$ cat src/rtl/arbiter_requester.sv
// arbiter_requester: client agent for a 3-way arbiter; takes a burst job (job_valid/job_len/job_ready), raises req, owns the resource (own) while gnt_code==ID+1 for job_len beats, then pulses done and holds busy through a GAP idle; optional grant-wait abort (timeout) under ARB_REQ_TIMEOUT_EN
module arbiter_requester #(
  parameter int ID = 0,
  parameter int LEN_W = 4,
  parameter int GAP = 1,
  parameter int TIMEOUT = 64
) (
  input  logic             CLK,
  input  logic             RST,
  input  logic             job_valid,
  input  logic [LEN_W-1:0] job_len,
  output logic             job_ready,
  output logic             req,
  input  logic [1:0]       gnt_code,
  output logic             own,
  output logic             done,
  output logic             busy,
  output logic             timeout
);
  localparam logic [1:0] IDLE = 2'd0, REQ = 2'd1, OWN = 2'd2, REL = 2'd3;
  localparam logic [1:0] MY = 2'(ID + 1);
  localparam logic [3:0] HOLD = GAP == 0 ? 4'd1 : 4'(GAP);
  if (ID < 0 || ID > 2 || GAP < 0 || GAP > 15 || TIMEOUT < 1) begin : g_bad_param
    $error("arbiter_requester: parameter out of range");
  end
  logic [1:0] state, state_n;
  logic [LEN_W-1:0] rem, rem_n;
  logic [3:0] gcnt, gcnt_n;
  logic granted, to_n;
  assign granted = gnt_code == MY;
`ifdef ARB_REQ_TIMEOUT_EN
  localparam int TW = $clog2(TIMEOUT + 1);
  logic [TW-1:0] wcnt, wcnt_n;
`endif
  always_comb begin
    state_n = state;
    rem_n = rem;
    gcnt_n = state == REL ? gcnt + 4'd1 : 4'd1;
    to_n = 1'b0;
`ifdef ARB_REQ_TIMEOUT_EN
    wcnt_n = state == IDLE ? '0 : state == REQ ? wcnt + 1'b1 : wcnt;
    to_n = state == REQ && !granted && wcnt == TW'(TIMEOUT - 1);
`endif
    case (state)
      IDLE: if (job_valid && job_ready) begin
        rem_n = job_len;
        state_n = job_len == '0 ? REL : REQ;
      end
      REQ: state_n = granted ? OWN : to_n ? REL : REQ;
      OWN: begin
        rem_n = rem - 1'b1;
        state_n = rem == LEN_W'(1) ? REL : granted ? OWN : REQ;
      end
      default: state_n = gcnt >= HOLD ? IDLE : REL;
    endcase
  end
  always_ff @(posedge CLK) begin
    if (RST) begin
      state <= IDLE;
      rem <= '0;
      gcnt <= '0;
      job_ready <= 1'b0;
      req <= 1'b0;
      own <= 1'b0;
      done <= 1'b0;
      busy <= 1'b0;
      timeout <= 1'b0;
`ifdef ARB_REQ_TIMEOUT_EN
      wcnt <= '0;
`endif
    end else begin
      state <= state_n;
      rem <= rem_n;
      gcnt <= gcnt_n;
      job_ready <= state_n == IDLE;
      req <= state_n == REQ || state_n == OWN;
      own <= state_n == OWN;
      done <= state_n == REL && state != REL && !to_n;
      busy <= state_n != IDLE;
      timeout <= to_n;
`ifdef ARB_REQ_TIMEOUT_EN
      wcnt <= wcnt_n;
`endif
    end
  end
endmodule

$ cat config.mk
export PLATFORM = sky130hd
export DESIGN_NAME = arbiter_requester
export DESIGN_NICKNAME = d
export VERILOG_FILES = /design/src/rtl/arbiter_requester.sv
export SDC_FILE = /design/constraint.sdc
export NUM_CORES = 1
export LEC_CHECK = 0
export ABC_AREA = 1
export BUFFER_PORTS_ARGS = -buffer_cell sky130_fd_sc_hd__buf_2
export CORE_ASPECT_RATIO = 0.9
export CORE_UTILIZATION = 43
export CTS_CLUSTER_SIZE = 28
export DETAILED_ROUTE_END_ITERATION = 16
export GPL_ROUTABILITY_DRIVEN = 0
export SKIP_CTS_REPAIR_TIMING = 1
export SYNTH_ARGS = -nofsm -noshare
export SYNTH_HDL_FRONTEND = slang
export SYNTH_SLANG_ARGS = --single-unit
export TNS_END_PERCENT = 1
$ cat constraint.sdc
create_clock -name CLK -period 4 [get_ports CLK]
set_input_delay 0.2 -clock CLK [delete_from_list [all_inputs] [get_ports CLK]]
set_output_delay 0.2 -clock CLK [all_outputs]
set_load 0.005 [all_outputs]
After elaboration in Yosys (flattened, before gate mapping)
Index checks and enable logic that the tools add are counted.
- register bits: 15
- output and inout bits: 6
- add/subtract/negate cells: 2
- order comparisons: 1
- equal/unequal tests: 10
- muxes and demuxes: 9
- bitwise logic cells: 1
- reductions and logical operators: 10
- operators by type and width (kind ; count):
    $mux W2 ; 5
    $eq A2 B2 Y1 const B ; 4
    $pmux W4 S2 ; 1
    $eq A2 B1 Y1 const B ; 3
    $pmux W2 S3 ; 1
    $add A4 B1 Y4 const B ; 1
    $eq A4 B1 Y1 const B ; 1
    $ge A4 B1 Y1 const B ; 1
    $logic_not A2 Y1 ; 2
    $logic_not A4 Y1 ; 1
    $mux W4 ; 1
    $ne A2 B2 Y1 const B ; 2
    $reduce_bool A2 Y1 ; 2
    $sub A4 B1 Y4 const B ; 1
    $logic_and A1 B1 Y1 ; 2
    $reduce_and A2 Y1 ; 1
    $reduce_or A2 Y1 ; 1
    $logic_or A1 B1 Y1 ; 1
    $mux W1 ; 1
    $not A1 Y1 ; 1

Depth between registers and ports, before layout
Gate-level depths: netlist of run 1.
- depth after elaboration: 6
- mapped depth: 10
- mapped depth without buffers: 10

Worst setup path after synthesis of run 1
No wires, ideal clock.
- path kind: register to register
- start: register gcnt[1]
- end: register req
- library setup time: 124 ps
- arrival time: 1292 ps
- data required time: 3876 ps
- slack: 2583 ps
- stages on the path, launching flop included: 10
- path buffers: 0
- clock period less this slack: 1417 ps
- path through: dfxtp_1 inv_1 ha_1 nor2_1 nand4_2 nand3_2 inv_1 ha_1 inv_1 nor2_1
- word-level cells in the longest chain between the ends: 5
- elaborated cells on any way between the ends: 6
- classes of those cells: order compare (1); eq/ne (2); mux (2); reduce/logical (1)
- RTL lines (element ; line ; source):
    start: declaration ; 28 ; logic [3:0] gcnt, gcnt_n;
    start signal: assignment ; 74 ; gcnt <= gcnt_n;
    $ge A4 B1 Y1 * ; 54 ; default: state_n = gcnt >= HOLD ? IDLE : REL;
    $mux W2 * ; 54 ;
    $pmux W2 S3 * ; 44 ; case (state)
    named net state_n[0] ; 26 ; logic [1:0] state, state_n;
    $eq A2 B1 Y1 / $eq A2 B2 Y1 (equally long branches) ; 76 ; req <= state_n == REQ || state_n == OWN;
    $logic_or A1 B1 Y1 * ; 76 ;
    end signal: assignment ; 63 ; req <= 1'b0;
    end signal: assignment ; 76 ;
    end: declaration ; 13 ; output logic req,
The timed path passes the listed nets; every way through them passes the cells marked *.
A chain may end at the register's enable or synchronous reset.

Final worst setup path of run 1
Ends and elaborated chain as after synthesis.

==> metrics, run 1 <==
classification of the worst-slack hold path in -> reg; power density of the placed cells 322 mW/mm^2; Clock transition at path regs 0.08 ns; most common cell after layout, fill and taps aside sky130_fd_sc_hd__nand2_1; core region area 0.00191 sq mm; Yosys top cell area share 34.7%; Mapped Avg Cell Area 7.16 sq um; top library cells by usage in the layout, fill and taps aside sky130_fd_sc_hd__nand2_1 (22), sky130_fd_sc_hd__inv_1 (21), sky130_fd_sc_hd__nor2_1 (20); largest net degree at the start of global routing 9; clock buffer count from CTS 3; launch point of the worst path gcnt[1]; floorplan die area 0.00220 sq mm; detailed-route DRC error count 0; maximum clock path buffer count 2; Clk Latency, worst-skew pair 0.28 ns; share of layout cells above drive strength 1 22.8%; number of warnings issued by yosys 0; flops & latches, synth 15; Initial Utilization 45.2%; run status complete, no violations; Min Clock Period, post-route 1.50 ns; startpoint types flip-flop; number of ports placed on the die boundary 15; final routed wire length divided by cell count 9.00 microns; final routed wirelength across all metal layers 1450 microns; data arrival time of the critical path 1.68 ns; number of violations reported at the end of detailed-routing iteration 0 8; DRT Pass-1 Iters 4; static power due to leakage 0.505 nW; antenna-violating nets left 0; maximum fanout along the worst path 3; leading post-synthesis cells by cell area sky130_fd_sc_hd__dfxtp_1 (35%), sky130_fd_sc_hd__ha_1 (13%), sky130_fd_sc_hd__nand2_1 (9.5%), sky130_fd_sc_hd__inv_1 (9.1%), sky130_fd_sc_hd__nor2_1 (8.7%); Max-cap violations 0; Core Util, Final 51.0%; Data required, critical path 4.18 ns; antenna diode count 0; count of distinct cell types in the synthesized netlist 23; final net count 155; Cell Area, Synth 866 sq um; CP Capture Type flip-flop; Final Hold Viols 0; Hold Crit Start RST; Final setup viols 0; Die Span X 49.3 microns; Detailed Place HPWL 1120 microns; maximum operating frequency 666 MHz; RSZ-0062 raised after global routing no; Gate Count Post-Synth 121; post-detailed-route via-to-cell ratio 4.39; TritonCTS clock tree built; share of the yosys chip area belonging to registers 34.7%; Peak VDD IR 211 uV; Clk Tree Root Cell sky130_fd_sc_hd__clkbuf_4; via count of the first global-routing pass 638; total number of vias 706; cell type contributing the most total cell area after synthesis sky130_fd_sc_hd__dfxtp_1; height of the die 44.6 microns; PortBufs 13; GRT Total Usage 16.3%; post-route clock period utilization 37.5%; kind of critical path reg -> reg; CTS H-tree depth 1; count of standard-cell rows 15; aggregate negative setup slack 0 ns; post-synthesis net count 139; synthesis-to-finish area growth 12.9%; total overflow reported by the global router 0; launching point of the worst reg2reg path gcnt[1]; wire length of the first global-routing pass 2610 microns; CTS sink count 15; number of antenna violations at the first check in global routing 0; worst clock skew 0.00419 ns; max-slew violations 0
[power breakdown]
part / switching (mW) / leakage [nW] / internal [mW]
clock network: 0.0451 / 0.0150 / 0.0387
registers: 0.00766 / 0.123 / 0.159
logic: 0.0382 / 0.367 / 0.0256
total: 0.0909 / 0.505 / 0.224
[critical path, cell delays in order, from the launching register on]
cell and delay [ns]:
sky130_fd_sc_hd__dfxtp_1 0.35, sky130_fd_sc_hd__inv_1 0.07, sky130_fd_sc_hd__ha_1 0.17, sky130_fd_sc_hd__nor2_1 0.11, sky130_fd_sc_hd__nand4_2 0.13, sky130_fd_sc_hd__nand3_2 0.11, sky130_fd_sc_hd__inv_1 0.08, sky130_fd_sc_hd__ha_1 0.29
sky130_fd_sc_hd__inv_1 0.05, sky130_fd_sc_hd__nor2_1 0.03
[layout make-up]
type                            instances  area [sq um]
Clock buffer                            4          26.3
Fill cell                             193           937
Inverter                               26           100
Multi-Input combinational cell         78           454
Sequential cell                        15           300
Tap cell                               25          31.3
Timing Repair Buffer                   13          65.1
[Yosys cell counts]
cell	count
sky130_fd_sc_hd__dfxtp_1	15
sky130_fd_sc_hd__ha_1	9
sky130_fd_sc_hd__conb_1	1
sky130_fd_sc_hd__inv_2	3
sky130_fd_sc_hd__o21ai_1	4
sky130_fd_sc_hd__nand2_2	2
sky130_fd_sc_hd__a21oi_1	2
sky130_fd_sc_hd__clkinv_1	1
sky130_fd_sc_hd__buf_4	1
sky130_fd_sc_hd__nor2_1	20
sky130_fd_sc_hd__nand3_1	6
sky130_fd_sc_hd__inv_4	1
sky130_fd_sc_hd__nor2_2	2
sky130_fd_sc_hd__nor2_4	3
sky130_fd_sc_hd__o21ai_0	1
sky130_fd_sc_hd__clkbuf_1	1
sky130_fd_sc_hd__o21ai_2	1
sky130_fd_sc_hd__xnor2_1	1
sky130_fd_sc_hd__nand2_1	22
sky130_fd_sc_hd__a31oi_1	1
sky130_fd_sc_hd__inv_1	21
sky130_fd_sc_hd__nand4_2	1
sky130_fd_sc_hd__nand3_2	2
[sequential cells by signal, indices dropped and copies added (netlist names)]
signal,flops
state,2
gcnt,4
busy,1
job_ready,1
own,1
rem,4
req,1
done,1
[logic make-up after synthesis]
family,count (synthesis),share of synthesized area [%]
AND/OR/NAND/NOR,58,32.2
XOR/XNOR,1,1.01
other,1,0.433
adder cells (fa/ha/maj),9,13.0
AO/OA/AOI/OAI,9,5.78
buffers and inverters,28,12.9
flip-flops,15,34.7
[worst paths after layout]
kind / to / slack [ns] / cells past startpoint
min reg2reg: rem[3] / 0.49 / 2
min: busy / 0.18 / 2
max reg2reg: req / 2.50 / 9
max: req / 2.50 / 9
[through the flow]
stage	cell area [sq um]	power [mW]	hold WS [ns]	std cells	setup WS [ns]
finish	977	0.315	0.181	161	2.50
global route	977	0.342	0.169	161	2.37
CTS	977	0.320	0.174	161	2.48
detailed placement	951	0.234	0.476	157	2.50
global placement	951	0.233	0.471	157	2.55
floorplan	866	0.217	0.366	121	2.58
[layer usage]
metal / part of all wire (%) / GRT usage, %
met4: 1.0 / 7.06
met1: 50 / 18.8
met3: 4.5 / 6.19
met2: 44 / 27.1
met5: 0 / 0
(Power assumes the default switching activity.)
==> inputs of run 2 (changes only) <==
--- a/config.mk
+++ b/config.mk
@@ -12,6 +12,7 @@
 export CTS_CLUSTER_SIZE = 28
 export DETAILED_ROUTE_END_ITERATION = 16
 export GPL_ROUTABILITY_DRIVEN = 0
+export PLACE_DENSITY = 0.66
 export SKIP_CTS_REPAIR_TIMING = 1
 export SYNTH_ARGS = -nofsm -noshare
 export SYNTH_HDL_FRONTEND = slang
==> constraint.sdc (replaced) <==
create_clock -name CLK -period 1.3 [get_ports CLK]
set_input_delay 0.065 -clock CLK [delete_from_list [all_inputs] [get_ports CLK]]
set_output_delay 0.065 -clock CLK [all_outputs]
set_load 0.005 [all_outputs]
==> metrics, run 2 (same netlist as run 1, synthesis figures left out) <==
run status complete, but fails checks; violated checks negative setup slack; CP bufs+invs 3; maximum operating frequency 743 MHz; TritonCTS clock tree built; path depth of the worst reg2reg path 9; data arrival time of the critical path 1.53 ns; antenna-violating nets left 0; registers with the most flip-flops gcnt x4, rem x4, state x2; fraction of power consumed by combinational cells 27.0%; Data required, critical path 1.48 ns; CTS H-tree depth 1; height of the die 44.6 microns; most common cell after layout, fill and taps aside sky130_fd_sc_hd__nand2_1; kind of critical path reg -> reg; Final Hold Viols 0; NetSw 321 uW; GRT Total Usage 16.3%; Largest delay share family, worst path adder cells; core region area 0.00191 sq mm; classification of the worst-slack hold path in -> reg; internal power component 753 uW; Sw Ratio 29.9%; Area after DPL 0.00106 sq mm; Clk Tree Root Cell sky130_fd_sc_hd__clkbuf_4; CP Capture Type flip-flop; via count of the first global-routing pass 652; final routed wire length divided by cell count 9.45 microns; max-slew violations 0; Setup WS pre-CTS -0.129 ns; Clk Latency, worst-skew pair 0.29 ns; cell chain of the critical path inv_4 -> ha_4 -> nor2_4 -> nand4_4 -> nand3_4 -> inv_4 -> ha_4 -> inv_2 -> nor2_1; maximum clock path buffer count 2; final routed wirelength across all metal layers 1640 microns; final worst setup slack -0.0466 ns; floorplan die area 0.00220 sq mm; top library cells by usage in the layout, fill and taps aside sky130_fd_sc_hd__nand2_1 (20), sky130_fd_sc_hd__nor2_1 (19), sky130_fd_sc_hd__inv_1 (17); launching point of the worst reg2reg path gcnt[1]; number of ports placed on the die boundary 15; CTS sink count 15; antenna diode count 0; slowest stage delay, CP 0.36 ns; Clock transition at path regs 0.09 ns; library cell contributing the largest single delay on the critical path sky130_fd_sc_hd__dfxtp_2; Final setup viols 4; power density of the placed cells 916 mW/mm^2; Die Span X 49.3 microns; Max-cap violations 0; total number of vias 771; number of antenna violations at the first check in global routing 0; Core Util, Final 61.3%; Initial Utilization 45.2%; WHS 0.0433 ns; final net count 168; clock buffer count from CTS 3; startpoint types flip-flop; reg2reg setup slack -0.05 ns; DRT Pass-1 Iters 3; number of violations reported at the end of detailed-routing iteration 0 10; maximum fanout along the worst path 4; post-route clock period utilization 104%; synthesis-to-finish area growth 35.5%; clock share of power 25.3%; total overflow reported by the global router 0; reg2reg end req; share of layout cells above drive strength 1 40.9%; capture point of the critical path req; detailed-route DRC error count 0; final total power 1.07 mW; Min Clock Period, post-route 1.35 ns; instance count on the critical path 9; PortBufs 13; worst clock skew 0.00433 ns; largest net degree at the start of global routing 9; RSZ-0062 raised after global routing yes; count of standard-cell rows 15; post-detailed-route via-to-cell ratio 4.43; Detailed Place HPWL 1210 microns; sequential share of power 47.6%; Finished Cell Area 0.00117 sq mm; launch point of the worst path gcnt[1]; wire length of the first global-routing pass 2620 microns; static power due to leakage 0.583 nW; Peak VDD IR 664 uV
-- run 2: area by class of cell --
| type | instances | area, sq um |
|---|---|---|
| Fill cell | 173 | 741 |
| Multi-Input combinational cell | 78 | 536 |
| Sequential cell | 15 | 309 |
| Timing Repair Buffer | 26 | 166 |
| Inverter | 26 | 105 |
| Tap cell | 25 | 31.3 |
| Clock buffer | 4 | 26.3 |
-- run 2: worst min-delay path by stage --
stage / start / endpoint / cells after the start
3_5_place_dp: RST / busy / 2
6_report: RST / busy / 2
4_1_cts: RST / busy / 2
5_1_grt: RST / busy / 2
2_1_floorplan: job_len[2] / rem[2] / 2
3_3_place_gp: RST / busy / 2
-- run 2: through the flow --
stage / setup TNS [ns] / std cells
6_report: -0.115 / 174
5_1_grt: -0.538 / 174
4_1_cts: -0.265 / 173
3_5_place_dp: -0.197 / 169
3_3_place_gp: -0.0745 / 169
2_1_floorplan: -0.0244 / 121
-- run 2: power by group through the flow --
stage	registers (mW)	logic, mW	clock network [mW]
4_1_cts	0.511	0.249	0.284
3_3_place_gp	0.521	0.241	0
3_5_place_dp	0.522	0.248	0
2_1_floorplan	0.525	0.150	0
5_1_grt	0.516	0.330	0.307
6_report	0.512	0.291	0.272
-- run 2: per-layer routing --
layer | track usage (%) | wire, microns | part of all wire [%]
met1 | 19.5 | 773 | 47
met2 | 27.1 | 797 | 48
met3 | 6.19 | 56 | 3.4
met5 | 0 | 0 | 0
met4 | 5.29 | 15 | 0.91
